===== src/rtl/alu_issue_queue.sv =====
// In-order ALU issue queue with CDB tag snooping and branch-mispredict flush.
// Optional macro ALU_ISSUE_BYPASS_EN adds a same-cycle CDB bypass onto the head operands.
module alu_issue_queue #(
  parameter int WIDTH  = 32,
  parameter int ALU_OP = 4,
  parameter int DEPTH  = 4,
  parameter int TAG_W  = 5
) (
  input  logic                     clk,
  input  logic                     rst_n,
  input  logic                     in_valid,
  output logic                     in_ready,
  input  logic [ALU_OP-1:0]        in_op,
  input  logic [4:0]               in_shamt,
  input  logic [TAG_W-1:0]         in_dest_tag,
  input  logic [WIDTH-1:0]         in_src1_val,
  input  logic [WIDTH-1:0]         in_src2_val,
  input  logic [TAG_W-1:0]         in_src1_tag,
  input  logic [TAG_W-1:0]         in_src2_tag,
  input  logic                     in_src1_rdy,
  input  logic                     in_src2_rdy,
  input  logic                     cdb_valid,
  input  logic [TAG_W-1:0]         cdb_tag,
  input  logic [WIDTH-1:0]         cdb_data,
  input  logic                     flush,
  output logic                     alu_valid,
  input  logic                     alu_ready,
  output logic [ALU_OP-1:0]        alu_op,
  output logic [WIDTH-1:0]         alu_rd1,
  output logic [WIDTH-1:0]         alu_rd2,
  output logic [4:0]               alu_shifter_size,
  output logic [TAG_W-1:0]         alu_dest_tag,
  output logic [$clog2(DEPTH):0]   count
);

  localparam int PTR_W = $clog2(DEPTH);
  localparam int CNT_W = PTR_W + 1;
  localparam logic [CNT_W-1:0] FULL_CNT = CNT_W'(DEPTH);

  // Entry storage
  logic [DEPTH-1:0]  r_valid;
  logic [DEPTH-1:0]  r_src1_rdy;
  logic [DEPTH-1:0]  r_src2_rdy;
  logic [ALU_OP-1:0] r_op       [DEPTH];
  logic [4:0]        r_shamt    [DEPTH];
  logic [TAG_W-1:0]  r_dest_tag [DEPTH];
  logic [WIDTH-1:0]  r_src1_val [DEPTH];
  logic [WIDTH-1:0]  r_src2_val [DEPTH];
  logic [TAG_W-1:0]  r_src1_tag [DEPTH];
  logic [TAG_W-1:0]  r_src2_tag [DEPTH];

  logic [PTR_W-1:0]  r_head;
  logic [PTR_W-1:0]  r_tail;
  logic [CNT_W-1:0]  r_count;

  logic              w_push;
  logic              w_pop;
  logic              w_hd1_rdy;
  logic              w_hd2_rdy;
  logic              w_in1_cap;
  logic              w_in2_cap;
  logic              w_in1_rdy;
  logic              w_in2_rdy;
  logic [WIDTH-1:0]  w_in1_val;
  logic [WIDTH-1:0]  w_in2_val;

  // Admission looks only at the registered count, so a pop never frees a slot the same cycle
  assign in_ready = (r_count < FULL_CNT) && !flush;
  assign w_push   = in_valid && in_ready;
  assign w_pop    = alu_valid && alu_ready;

  // A source arriving on the CDB in its own push cycle is captured directly
  assign w_in1_cap = cdb_valid && !in_src1_rdy && (in_src1_tag == cdb_tag);
  assign w_in2_cap = cdb_valid && !in_src2_rdy && (in_src2_tag == cdb_tag);
  assign w_in1_rdy = in_src1_rdy | w_in1_cap;
  assign w_in2_rdy = in_src2_rdy | w_in2_cap;
  assign w_in1_val = w_in1_cap ? cdb_data : in_src1_val;
  assign w_in2_val = w_in2_cap ? cdb_data : in_src2_val;

`ifdef ALU_ISSUE_BYPASS_EN
  logic w_hd1_cdb;
  logic w_hd2_cdb;

  assign w_hd1_cdb = cdb_valid && !r_src1_rdy[r_head] && (r_src1_tag[r_head] == cdb_tag);
  assign w_hd2_cdb = cdb_valid && !r_src2_rdy[r_head] && (r_src2_tag[r_head] == cdb_tag);
  assign w_hd1_rdy = r_src1_rdy[r_head] | w_hd1_cdb;
  assign w_hd2_rdy = r_src2_rdy[r_head] | w_hd2_cdb;
  assign alu_rd1   = w_hd1_cdb ? cdb_data : r_src1_val[r_head];
  assign alu_rd2   = w_hd2_cdb ? cdb_data : r_src2_val[r_head];
`else
  assign w_hd1_rdy = r_src1_rdy[r_head];
  assign w_hd2_rdy = r_src2_rdy[r_head];
  assign alu_rd1   = r_src1_val[r_head];
  assign alu_rd2   = r_src2_val[r_head];
`endif

  assign alu_valid        = r_valid[r_head] && w_hd1_rdy && w_hd2_rdy;
  assign alu_op           = r_op[r_head];
  assign alu_shifter_size = r_shamt[r_head];
  assign alu_dest_tag     = r_dest_tag[r_head];
  assign count            = r_count;

  // Control: valid bits, pointers and occupancy; flush outranks push and pop
  always_ff @(posedge clk) begin
    if (!rst_n || flush) begin
      r_valid <= '0;
      r_head  <= '0;
      r_tail  <= '0;
      r_count <= '0;
    end else begin
      if (w_pop) begin
        r_valid[r_head] <= 1'b0;
        r_head          <= r_head + 1'b1;
      end
      if (w_push) begin
        r_valid[r_tail] <= 1'b1;
        r_tail          <= r_tail + 1'b1;
      end
      case ({w_push, w_pop})
        2'b10:   r_count <= r_count + 1'b1;
        2'b01:   r_count <= r_count - 1'b1;
        default: r_count <= r_count;
      endcase
    end
  end

  // Entry payload: CDB wakeup of waiting operands, then the tail write
  always_ff @(posedge clk) begin
    if (!rst_n) begin
      r_src1_rdy <= '0;
      r_src2_rdy <= '0;
      for (int i = 0; i < DEPTH; i++) begin
        r_op[i]       <= '0;
        r_shamt[i]    <= '0;
        r_dest_tag[i] <= '0;
        r_src1_val[i] <= '0;
        r_src2_val[i] <= '0;
        r_src1_tag[i] <= '0;
        r_src2_tag[i] <= '0;
      end
    end else if (!flush) begin
      for (int i = 0; i < DEPTH; i++) begin
        if (cdb_valid && r_valid[i] && !r_src1_rdy[i] && (r_src1_tag[i] == cdb_tag)) begin
          r_src1_val[i] <= cdb_data;
          r_src1_rdy[i] <= 1'b1;
        end
        if (cdb_valid && r_valid[i] && !r_src2_rdy[i] && (r_src2_tag[i] == cdb_tag)) begin
          r_src2_val[i] <= cdb_data;
          r_src2_rdy[i] <= 1'b1;
        end
      end
      if (w_push) begin
        r_op[r_tail]       <= in_op;
        r_shamt[r_tail]    <= in_shamt;
        r_dest_tag[r_tail] <= in_dest_tag;
        r_src1_val[r_tail] <= w_in1_val;
        r_src2_val[r_tail] <= w_in2_val;
        r_src1_tag[r_tail] <= in_src1_tag;
        r_src2_tag[r_tail] <= in_src2_tag;
        r_src1_rdy[r_tail] <= w_in1_rdy;
        r_src2_rdy[r_tail] <= w_in2_rdy;
      end
    end
  end

endmodule

===== config.mk =====
export PLATFORM = sky130hd
export DESIGN_NAME = alu_issue_queue
export DESIGN_NICKNAME = d
export VERILOG_FILES = /design/src/rtl/alu_issue_queue.sv
export SDC_FILE = /design/constraint.sdc
export NUM_CORES = 1
export LEC_CHECK = 0
export BUFFER_PORTS_ARGS = -buffer_cell sky130_fd_sc_hd__buf_2
export CORE_MARGIN = 8
export CORE_UTILIZATION = 50
export DETAILED_ROUTE_END_ITERATION = 10
export PLACE_DENSITY = 0.7
export RECOVER_POWER = 100
export SYNTH_ARGS = -nofsm -noshare
export SYNTH_HDL_FRONTEND = slang
export SYNTH_SLANG_ARGS = --single-unit

===== constraint.sdc =====
create_clock -name clk -period 4.35 [get_ports clk]
set_input_delay 0.2175 -clock clk [delete_from_list [all_inputs] [get_ports clk]]
set_output_delay 0.2175 -clock clk [all_outputs]
set_load 0.02 [all_outputs]

==> results.md, run 1 <==
* Pre-CTS WS at about 1.4 ns
* I/O pin count at ~220
* DRC Markers at 0
* Worst vdd ir at approximately 0.00027 V
* Synth cell types at 46
* Worst path bufs/invs at 0
* DIE AREA at around 42,000 µm²
* Hold Crit Depth at 2
* Worst Path Max Fanout at 32
* Post-synthesis net count at roughly 1,300
* Reg clk slew, reported paths at ~0.060 ns
* Main synth FF type: edfxtp_1
* WL final at about 49,000 µm
* Post_cts resized at 0
* Post-synthesis area per instance at about 16 µm²
* Top post-synthesis cells by area: edfxtp_1 59%, a22o_1 13%, mux4_2 9.9%, and2_1 2.6%, dfxtp_1 2.4%
* Layout cells sized above 1 at 0.245
* Nets@finish at 1,463
* Antenna violations before repair at 8
* First-pass GRT wire length at 72,100 µm
* Overflow left after global routing at 0
* Drt wl/cell at between 20 and 30 µm
* Cell Area, Synth at ~18,000 µm²
* Worst-Margin Slew at between 1.5 and 2 ns
* Cells after synthesis at 1,123
* FMAX at between 200 and 300 MHz
* Htree depth at 2
* Post-route setup TNS at 0 ns
* Starting DRT DRC Count at 800
* Status: complete, but fails checks
* GPL Wtd Cong at ~0.91
* Cts hold-fix bufs at 34
* Tcrit/Tclk final at 0.812
* Sequential fraction of the synthesis area at 0.617
* Hold Path Class: in -> reg
* Vias post-DR at roughly 11,000
* Kind of cell adding the most delay to the critical path: simple AND/OR/NAND/NOR gates
* Worst path cell trace: nor3b_4 -> and2_0 -> nand2_2 -> nor2_2 -> a22o_1
* Pins over their slew limit at approximately 150
* Site row count at 69
* Die width at around 200 µm
* Critical path depth in cells at 5
* Largest net degree at the start of global routing at 36
* Core Footprint at 35,300 µm²
* Synthesis-to-layout area growth at 15.3%
* Die Y at 205 µm
* EDFF count, synth at ~350
* CP required at about 4.7 ns
* Synth warn at 0
* Post-synth top area cell: edfxtp_1
* R2R cell count at 5
* Startpoint Class: register
* Clock Latency Late Sink at ~0.54 ns
* Arrival @ worst endpoint at approximately 3.9 ns
* Min Tclk post-route at 3.53 ns
* CTS tree: done
* RSZ-0062 raised after global routing: false
* Largest stage delay on the critical path at between 1 and 1.5 ns
* CTS Buf Count at 40
* Number of detailed-route iterations in the first pass at 5
* Sink Count at between 300 and 400
* Max-cap violations at 5
* I/O Buffers at about 220
* Via/cell ratio at 6.25
* Final setup skew at 0.0248 ns
* Vias in the first global route at roughly 12,000
* Setup bufs post-CTS at 0
* Detailed placement HPWL at 30,400 µm
* Critical path class: reg -> reg
* Slowest cell on crit path: nor2_2
* Fillers at 2,822
* Starting density of the core at 0.505
* Post-route ant nets at 0
* Final hold violations at 0
* Post-synth top area share at 0.593
* Post-route setup slack at just over 0.8 ns
* Leakage at about 7.5 nW
* Total track usage at 0.226
* Failing checks: max-capacitance violations, max-slew violations
* Asr flop ratio synth at 0
* Setup violators final at 0
* Crit path capture type: register
* Root Driver: clkbuf_16
* Pwr per Cell Area at about 390 nW/µm²
* Post-synthesis register bit count at approximately 370
* Clock Path Buffers at 3
* Rel. slew slack at -0.211
-- Yosys cell counts (2+ instances only) --
cell        n
o22ai_2     3
nor3_1      2
or4_4       3
o211a_1     9
nor4_1      4
and3_1     24
mux4_2     78
buf_1      33
ha_1        9
nor4_2      2
nand2_2     6
o21bai_1    2
clkbuf_1   25
nand4_1    10
inv_1       5
xor2_1     33
xnor2_1    20
or3_1       3
buf_4       8
o32ai_4     2
nand3b_1    8
nor2_1     18
o21ai_0     2
a311oi_1    4
dfxtp_1    21
nand2_1    18
edfxtp_1  352
a21oi_1     9
a22o_1    256
nand4b_1    2
nand3_1     7
o22ai_4     3
nand2b_1    4
and2_1     74
buf_2      32
buf_6      22
-- layout by cell type, fill, tap and decap left out, drive strengths merged, types with 8 or more instances in the layout --
cell type / n
buf: 148
nand2: 24
clkinv: 16
nor2: 18
xor2: 33
a21oi: 9
xnor2: 20
dlygate4sd3: 34
nand4: 10
and2: 75
a22o: 256
dfxtp: 21
o211a: 9
nand3b: 8
ha: 9
mux4: 78
edfxtp: 352
and3: 24
clkbuf: 144
-- path summary, 6_finish.rpt --
check	from	endpoint	slack [ns]
setup / recovery	count[2]	r_src1_val[2][25]	0.82
hold / removal	in_shamt[0]	r_shamt[2][0]	0.02
setup reg to reg	count[2]	r_src1_val[2][25]	0.82
hold reg to reg	r_tail[0]	r_tail[0]	0.54
-- metrics by stage --
step	power, W	std cells	hold slack, ns	util	cell area [µm²]
floorplan	0.00451	1123	0.416	-	17800
global placement	0.00476	1705	0.521	0.543	19200
detailed placement	0.00478	1705	0.534	0.543	19200
CTS	0.00800	1810	0.000363	0.588	20700
global route	0.00816	1814	0.0101	0.582	20500
finish	0.00795	1814	0.0170	0.582	20500
-- routing by layer --
| layer | vias up | share of wire | global-route usage |
|---|---|---|---|
| li1 | 4959 | - | - |
| met1 | 5754 | 0.40 | 0.295 |
| met2 | 529 | 0.49 | 0.367 |
| met3 | 81 | 0.090 | 0.0542 |
| met4 | 8 | 0.026 | 0.0748 |
| met5 | - | 0.0011 | 0 |
-- power by group --
part | switching (W) | internal (W) | total, W
sequential | 0.0000427 | 0.00408 | 0.00412
clock | 0.00139 | 0.00184 | 0.00323
combinational | 0.000395 | 0.000201 | 0.000596
total | 0.00183 | 0.00612 | 0.00795
-- final cells by class --
| cell class | count | area (µm²) | share of cell area |
|---|---|---|---|
| Multi-Input combinational cell | 625 | 6230 | 0.303 |
| Antenna cell | 4 | 10.0 | 0.000487 |
| Inverter | 5 | 18.8 | 0.000914 |
| Clock inverter | 20 | 175 | 0.00853 |
| Tap cell | 461 | 577 | 0.0281 |
| Timing Repair Buffer | 275 | 1480 | 0.0721 |
| Clock buffer | 51 | 1050 | 0.0512 |
| Sequential cell | 373 | 11000 | 0.535 |
-- registers in the layout, indices dropped and copies added, names as in the netlist, named ones only --
register and flops:
count 3, r_dest_tag 20, r_head 2, r_op 16, r_shamt 20, r_src1_rdy 4
r_src1_tag 20, r_src1_val 128, r_src2_rdy 4, r_src2_tag 20, r_src2_val 128, r_tail 2
r_valid 4
-- worst register-to-register path: stages, from the launching register on --
cell     delay [ns]
dfxtp_1        0.36
nor3b_4        0.73
and2_0         0.37
nand2_2        0.19
nor2_2         1.37
a22o_1         0.34
-- kinds of logic after synthesis --
group / after synthesis / share of synthesized area
flip-flops: 373 / 0.617
AO/OA/AOI/OAI: 292 / 0.146
AND/OR/NAND/NOR: 191 / 0.0650
buffers and inverters: 125 / 0.0395
multiplexers: 79 / 0.0991
XOR/XNOR: 53 / 0.0260
adder cells (fa/ha/maj): 10 / 0.00744
Power figures use the tool's default switching activity.
==> inputs of run 2 (changes only) <==
Settings changed: PLACE_DENSITY 0.7 to 0.73.
Clock period 4.35 ns to 3.15 ns, I/O delays scaled along.
==> results.md, run 2 (synthesized netlist as in run 1, its figures left out) <==
* Status: completed
* Nets@finish at between 1,500 and 2,000
* I/O pin count at 216
* Critical path class: reg -> reg
* Cts hold-fix bufs at between 80 and 90
* Crit path capture type: register
* WL final at between 40,000 and 50,000 µm
* Post-route ant nets at 0
* Overall power at 0.0117 W
* CP required at roughly 3.3 ns
* Slowest cell on crit path: nand3_1
* Number of detailed-route iterations in the first pass at 5
* Tcrit/Tclk final at 0.902
* Setup violators final at 0
* Die Y at 205 µm
* Min Tclk post-route at around 2.8 ns
* Hold Crit Depth at 2
* Htree depth at 2
* I/O Buffers at 215
* Leakage at between 7 and 8 nW
* Reg clk slew, reported paths at around 0.060 ns
* Worst reg2reg endpoint: r_src1_val[3][28]
* Post-route setup TNS at 0 ns
* Startpoint Class: register
* DIE AREA at around 42,000 µm²
* Site row count at 69
* Min Hold Slack at about 0.028 ns
* Largest stage delay on the critical path at about 0.62 ns
* Starting density of the core at 0.505
* Worst path cell trace: xor2_1 -> nor4_1 -> nand4_1 -> nand3_1 -> clkbuf_1
* Final hold violations at 0
* Most common cell after layout, fill and taps aside: edfxtp_1
* Min-Delay Endpoint: r_src1_val[1][0]
* Largest net degree at the start of global routing at 40
* GPL Wtd Cong at 0.873
* Clock Path Buffers at 3
* DRC Markers at 0
* CTS Buf Count at 40
* Worst Path Max Fanout at 10
* Die width at between 200 and 250 µm
* Reg2reg setup slack at approximately 0.31 ns
* Final setup skew at roughly 0.019 ns
* Max-cap violations at 0
* Drt wl/cell at ~26 µm
* Synthesis-to-layout area growth at 19.7%
* Total track usage at 0.227
* Vias in the first global route at between 10,000 and 15,000
* Reg2reg start: r_src1_tag[3][3]
* Post_cts resized at 0
* FMAX at between 300 and 400 MHz
* Sink Count at 373
* Setup bufs post-CTS at 0
* Arrival @ worst endpoint at ~3 ns
* Overflow left after global routing at 0
* Via/cell ratio at about 6.2
* Worst vdd ir at around 0.00044 V
* Post-route setup slack at between 0.3 and 0.4 ns
* First-pass GRT wire length at just over 70,000 µm
* Top flop regs: r_src1_val (128), r_src2_val (128)
* Finished Cell Area at 21,300 µm²
* Hold Path Class: in -> reg
* Min-Delay Startpoint: cdb_data[0]
* Post-DP Area at 19,300 µm²
* Fillers at 2,688
* Most frequent cells in the layout: 352 x edfxtp_1, 256 x a22o_1, 133 x buf_2
* R2R cell count at 5
* Vias post-DR at ~12,000
* Worst-Margin Slew at 1.23 ns
* Root Driver: clkbuf_16
* Antenna violations before repair at 8
* Pwr per Cell Area at between 500 and 600 nW/µm²
* Starting DRT DRC Count at 1,095
* Rel. slew slack at 0.183
* Pins over their slew limit at 0
* Layout cells sized above 1 at 0.235
* CTS tree: done
* Clock Latency Late Sink at 0.53 ns
* Core Footprint at between 30,000 and 40,000 µm²
* RSZ-0062 raised after global routing: false
* Pre-CTS WS at between 0.6 and 0.7 ns
* Detailed placement HPWL at between 20,000 and 30,000 µm
## run 2: critical path, delay by kind of cell (launching register included)
kind,cells,cell delay (ns)
XOR/XNOR,1,0.16
buffers and inverters,1,0.62
flip-flops,1,0.40
AND/OR/NAND/NOR,3,1.28
## run 2: layout make-up
cell class / count / area, µm² / share of cell area
antenna: 4 / 10.0 / 0.000469
tap: 461 / 577 / 0.0270
inverter: 5 / 18.8 / 0.000880
timing repair buffer: 337 / 2110 / 0.0987
clock inverter: 24 / 373 / 0.0175
multi-input combinational: 625 / 6210 / 0.291
sequential: 373 / 11000 / 0.515
clock buffer: 46 / 1040 / 0.0490
## run 2: how the worst max path moves through the flow
stage / startpoint / endpoint / slack [ns]
6_report: r_src1_tag[3][3] / r_src1_val[3][28] / 0.31
5_1_grt: count[2] / r_op[0][3] / 0.19
4_1_cts: register / alu_rd2[0] / 0.54
3_5_place_dp: count[2] / r_src1_val[3][17] / 0.67
3_3_place_gp: cdb_tag[4] / r_src2_val[2][25] / 0.71
2_1_floorplan: count[2] / r_dest_tag[2][0] / 0.05
## run 2: through the flow
step,utilization,cells
floorplan,-,1123
global placement,0.546,1712
detailed placement,0.546,1712
CTS,0.611,1871
global route,0.604,1875
finish,0.604,1875
## run 2: per-layer routing
metal	share of wire	global-route usage	vias to the layer above	wire (µm)
met5	0.00080	0	-	39
met4	0.029	0.0851	8	1400
met3	0.088	0.0476	112	4290
met2	0.49	0.371	559	23800
met1	0.40	0.295	5923	19400
li1	-	-	5070	-
## run 2: report_power, final
part           switching [W]  internal (W)
combinational       0.000553      0.000324
clock                0.00192       0.00319
sequential         0.0000623       0.00563
